<file path="config.mk">
export PLATFORM = sky130hd
export DESIGN_NAME = hazard_stall_ctrl
export DESIGN_NICKNAME = d
export VERILOG_FILES = /design/src/rtl/hazard_stall_ctrl.sv
export SDC_FILE = /design/constraint.sdc
export NUM_CORES = 1
export LEC_CHECK = 0
export CORE_ASPECT_RATIO = 1.1
export CORE_MARGIN = 3
export CORE_UTILIZATION = 30
export CTS_BUF_LIST = sky130_fd_sc_hd__clkbuf_2 sky130_fd_sc_hd__clkbuf_4 sky130_fd_sc_hd__clkbuf_8
export DETAILED_ROUTE_END_ITERATION = 8
export GPL_TIMING_DRIVEN = 1
export PLACE_DENSITY = 0.9
export SYNTH_ARGS = -nofsm -noshare
export SYNTH_HDL_FRONTEND = slang
export SYNTH_SLANG_ARGS = --single-unit
</file>
<file path="constraint.sdc">
create_clock -name i_clk -period 1.3 [get_ports i_clk]
set_input_delay 0.13 -clock i_clk [delete_from_list [all_inputs] [get_ports i_clk]]
set_output_delay 0.13 -clock i_clk [all_outputs]
set_load 0.02 [all_outputs]
</file>
<file path="src/rtl/hazard_stall_ctrl.sv">
// Stall/flush sequencing for the five-stage pipeline and arbitration of the shared refill port.
// Define HAZARD_PERF_CNT_EN to build the saturating refill-occupancy counter on o_refill_cycles.
module hazard_stall_ctrl (
  input  logic        i_clk,
  input  logic        i_arstn,
  input  logic        i_icache_miss,
  input  logic        i_dcache_miss,
  input  logic        i_mem_done,
  input  logic        i_load_use,
  input  logic        i_branch_mispred,
  output logic        o_mem_req,
  output logic        o_mem_req_src,
  output logic        o_stall_fetch,
  output logic        o_stall_dec,
  output logic        o_stall_exec,
  output logic        o_stall_mem,
  output logic        o_flush_dec,
  output logic        o_flush_exec,
  output logic        o_flush_wb,
  output logic [31:0] o_refill_cycles
);

  localparam int unsigned CNT_W = 32;

  typedef enum logic [1:0] {
    ST_IDLE     = 2'd0,
    ST_D_REFILL = 2'd1,
    ST_I_REFILL = 2'd2
  } state_e;

  state_e state;
  state_e state_nxt;
  logic   memhold;

  // D-miss wins from IDLE since it belongs to the older instruction; an I-refill runs to completion
  always_comb begin
    state_nxt = state;
    case (state)
      ST_IDLE: begin
        if (i_dcache_miss)      state_nxt = ST_D_REFILL;
        else if (i_icache_miss) state_nxt = ST_I_REFILL;
      end
      ST_D_REFILL: begin
        if (i_mem_done) state_nxt = i_icache_miss ? ST_I_REFILL : ST_IDLE;
      end
      ST_I_REFILL: begin
        if (i_mem_done) state_nxt = i_dcache_miss ? ST_D_REFILL : ST_IDLE;
      end
      default: state_nxt = ST_IDLE;
    endcase
  end

  // Request flops follow the next state so a back-to-back handoff keeps o_mem_req high
  always_ff @(posedge i_clk or negedge i_arstn) begin
    if (!i_arstn) begin
      state         <= ST_IDLE;
      o_mem_req     <= 1'b0;
      o_mem_req_src <= 1'b0;
    end else begin
      state         <= state_nxt;
      o_mem_req     <= (state_nxt != ST_IDLE);
      o_mem_req_src <= (state_nxt == ST_D_REFILL);
    end
  end

  assign memhold = i_dcache_miss | (state == ST_D_REFILL);

  // Priority: memory hold, redirect, load-use, then fetch-side miss; all quiet while in reset
  always_comb begin
    o_stall_fetch = 1'b0;
    o_stall_dec   = 1'b0;
    o_stall_exec  = 1'b0;
    o_stall_mem   = 1'b0;
    o_flush_dec   = 1'b0;
    o_flush_exec  = 1'b0;
    o_flush_wb    = 1'b0;
    if (i_arstn) begin
      if (memhold) begin
        o_stall_fetch = 1'b1;
        o_stall_dec   = 1'b1;
        o_stall_exec  = 1'b1;
        o_stall_mem   = 1'b1;
        o_flush_wb    = 1'b1;
      end else if (i_branch_mispred) begin
        o_flush_dec  = 1'b1;
        o_flush_exec = 1'b1;
      end else if (i_load_use) begin
        o_stall_fetch = 1'b1;
        o_stall_dec   = 1'b1;
        o_flush_exec  = 1'b1;
      end else if (i_icache_miss || (state == ST_I_REFILL)) begin
        o_stall_fetch = 1'b1;
        o_flush_dec   = 1'b1;
      end
    end
  end

`ifdef HAZARD_PERF_CNT_EN
  logic [CNT_W-1:0] refill_cnt;

  // Saturating count of cycles with a refill outstanding
  always_ff @(posedge i_clk or negedge i_arstn) begin
    if (!i_arstn) begin
      refill_cnt <= '0;
    end else if ((state != ST_IDLE) && (refill_cnt != {CNT_W{1'b1}})) begin
      refill_cnt <= refill_cnt + CNT_W'(1);
    end
  end

  assign o_refill_cycles = refill_cnt;
`else
  assign o_refill_cycles = CNT_W'(0);
`endif

endmodule

</file>
==> flow_metrics.tcl <==
set metrics [dict create \
    power_density_nw_per_um2 1292 \
    critPathMaxFanout 3 \
    fin_area_um2 626.9 \
    synth_top_cell_area_share_pct 51.39 \
    avgSynthCellArea_um2 7.885 \
    diodes 0 \
    ys_ff_latch 4 \
    first_iter_violations 8 \
    pwr-share-seq_pct 24.2 \
    synth_area_um2 496.7 \
    layout_commonest_cell "conb_1" \
    max-clock-path-buffers 2 \
    die_h_um 48.68 \
    synth.area.top_cells "buf_4 51%, dfrtp_1 20%, a21oi_1 4.0%" \
    grt_pass1_wl_mm 1.400 \
    critPathLaunch "state[1]" \
    synth_top_family_by_area "buffers and inverters" \
    end_kind "output pin" \
    p_comb_share_pct 56.8 \
    worstRegToRegCells 4 \
    cp-start-kind "flop" \
    cp_data_arrival_time_ns 1.28 \
    placed_cells 96 \
    regToRegEndpoint "state[1]" \
    worstSkewPairLatency_ns 0.23 \
    status "finished, violations left" \
    synthSimpleGateAreaFrac_pct 10.33 \
    drv_cap 0 \
    endpoint "o_stall_fetch" \
    seq_area_frac_synth_pct 20.15 \
    synthMuxAreaShare_pct 0 \
    failed_checks "setup timing" \
    place_congestion 0.7774 \
    synthAdderAreaFrac_pct 0 \
    min_period_ns 1.408 \
    irDropWorstVdd_v 0.0004610 \
    rsz0062_at_grt "true" \
    ys_types 17 \
    rows 14 \
    synth-compound-area-share_pct 13.60 \
    drv_slew 0 \
    p_sw_uw 350.3 \
    fmax_mhz 710.2 \
    finClkSkew_ns 0.004615 \
    die_area_um2 2180 \
    cts.sinks 4 \
    floorplan.initialDensity_pct 34.17 \
    ys.warnings.count 0 \
    htree_levels 1 \
    p_int_uw 459.3 \
    postSynthCellCount 63 \
    nets 96 \
    min_path_type "in -> async" \
    hold_viol_final 0 \
    cts_buffers 3 \
    clk_pin_slew_ns 0.04 \
    cts_root_buffer "clkbuf_4" \
    track_usage_pct 8.740 \
    coreArea_um2 1454 \
    setup_ws_ns -0.1081 \
    setup_tns_ns -0.2243 \
    num_vias 395 \
    area_delta_synth_final_pct 26.20 \
    drive_above_1_share_pct 26.44 \
    postRouteAntennaNets 0 \
    setup_viol 3 \
    drt_pass1_iterations 4 \
    synth_area_leader_cell "buf_4" \
    hpwlAfterDp_um 786.6 \
    crit_required_ns 1.17 \
    die_w_um 44.80 \
    worstSetupPathType "reg -> out" \
    cts_tree "done" \
    timing.rr.start "state[1]" \
    grt_start_max_net_pins 6 \
    p_leak_uw 0.0003632 \
    reg2reg_slack_ns 0.13 \
    avgViaCountPerCell 3.835 \
    num_io_pins 48 \
    drt-total-wl_mm 1.028 \
    period_share_pct 108.3 \
    antenna_found_initial 0 \
    wl_per_cell_um 9.981 \
    grt_pass1_vias 363 \
    drcViolationCount 0 \
    pwr-share-clk_pct 19.0 \
    final_cells 103 \
    port_buffers 15 \
    synthXorXnorAreaFrac_pct 0 \
    dpl-instance-area_um2 565.5 \
    sw_frac_of_total_pct 43.27 \
    mostFrequentLayoutCells "32 x conb_1, 11 x buf_4, 5 x inv_1, 5 x clkdlybuf4s50_1, 4 x a21oi_1" \
    grt-ovfl-total 0 \
]
==> area by class of cell <==
type / count / area (um2)
Inverter: 5 / 18.77
Tap cell: 16 / 20.02
Fill cell: 163 / 827.0
Multi-Input combinational cell: 51 / 261.5
Clock buffer: 3 / 22.52
Sequential cell: 4 / 101.3
Timing Repair Buffer: 24 / 202.7
==> synthesized netlist by cell type <==
library cell and instances:
conb_1 1, and4b_1 1, o211a_1 1, dfrtp_1 4
a21oi_2 1, nand2_1 2, nor2b_2 1, nor2_1 2
and2_1 2, a21oi_1 4, buf_4 34, o21ai_1 1
o22ai_1 1, nor3_1 1, o32ai_1 1, o311ai_1 1
inv_1 5
==> worst max-delay path, cell delays in order, from the launching register on <==
cell and delay (ns):
dfrtp_1 0.39, nor2b_4 0.14, o311ai_2 0.26, o21ai_1 0.10, buf_4 0.16
==> how the worst min path moves through the flow <==
stage                     end     from  slack [ns]
finish               state[1]  i_arstn        0.49
CTS                  state[1]  i_arstn        0.27
global placement     state[0]  i_arstn        0.51
global route        o_mem_req  i_arstn        0.55
floorplan           o_mem_req  i_arstn       -0.17
detailed placement   state[1]  i_arstn        0.51
==> stage by stage <==
stage / worst slack [ns] / hold WS [ns] / power (uW) / util (%)
floorplan: 0.05353 / -0.1656 / 519.9 / -
global placement: -0.4137 / 0.5110 / 601.0 / 38.90
detailed placement: -0.4504 / 0.5134 / 616.0 / 38.90
CTS: -0.09942 / 0.2661 / 769.3 / 39.59
global route: -0.1959 / 0.5473 / 864.2 / 43.12
finish: -0.1081 / 0.4882 / 809.6 / 43.12
==> per-layer routing <==
| metal | global-route usage [%] | routed length (um) | vias up |
|---|---|---|---|
| met4 | 5.854 | 0 | 0 |
| li1 | - | - | 185 |
| met1 | 6.742 | 299 | 180 |
| met2 | 16.75 | 570 | 30 |
| met3 | 2.963 | 158 | 0 |
| met5 | 0 | 0 | - |
==> power by group through the flow <==
stage	registers, uW	logic (uW)	clock network, uW
3_5_place_dp	190	426	0
6_report	196	460	153
4_1_cts	187	422	161
2_1_floorplan	226	294	0
3_3_place_gp	187	414	0
5_1_grt	202	496	166
==> state kept, by name, indices dropped and copies added, names as in the netlist <==
register	count
o_mem_req	1
o_mem_req_src	1
state	2
==> kinds of logic (layout without fill, tap and decap cells) <==
logic type             after synthesis  in the layout
AO/OA/AOI/OAI                       10             10
buffers and inverters               39             32
flip-flops                           4              4
other                                1             32
AND/OR/NAND/NOR                      9              9
==> timing repair <==
item,CTS,global route
buffers inserted,2,1
resized for setup,32,9
endpoints found under the setup margin,8,8
pin swaps,2,1
hold endpoints to repair,0,4
hold buffers,0,1
No activity file was read; power rests on OpenSTA's default activity.
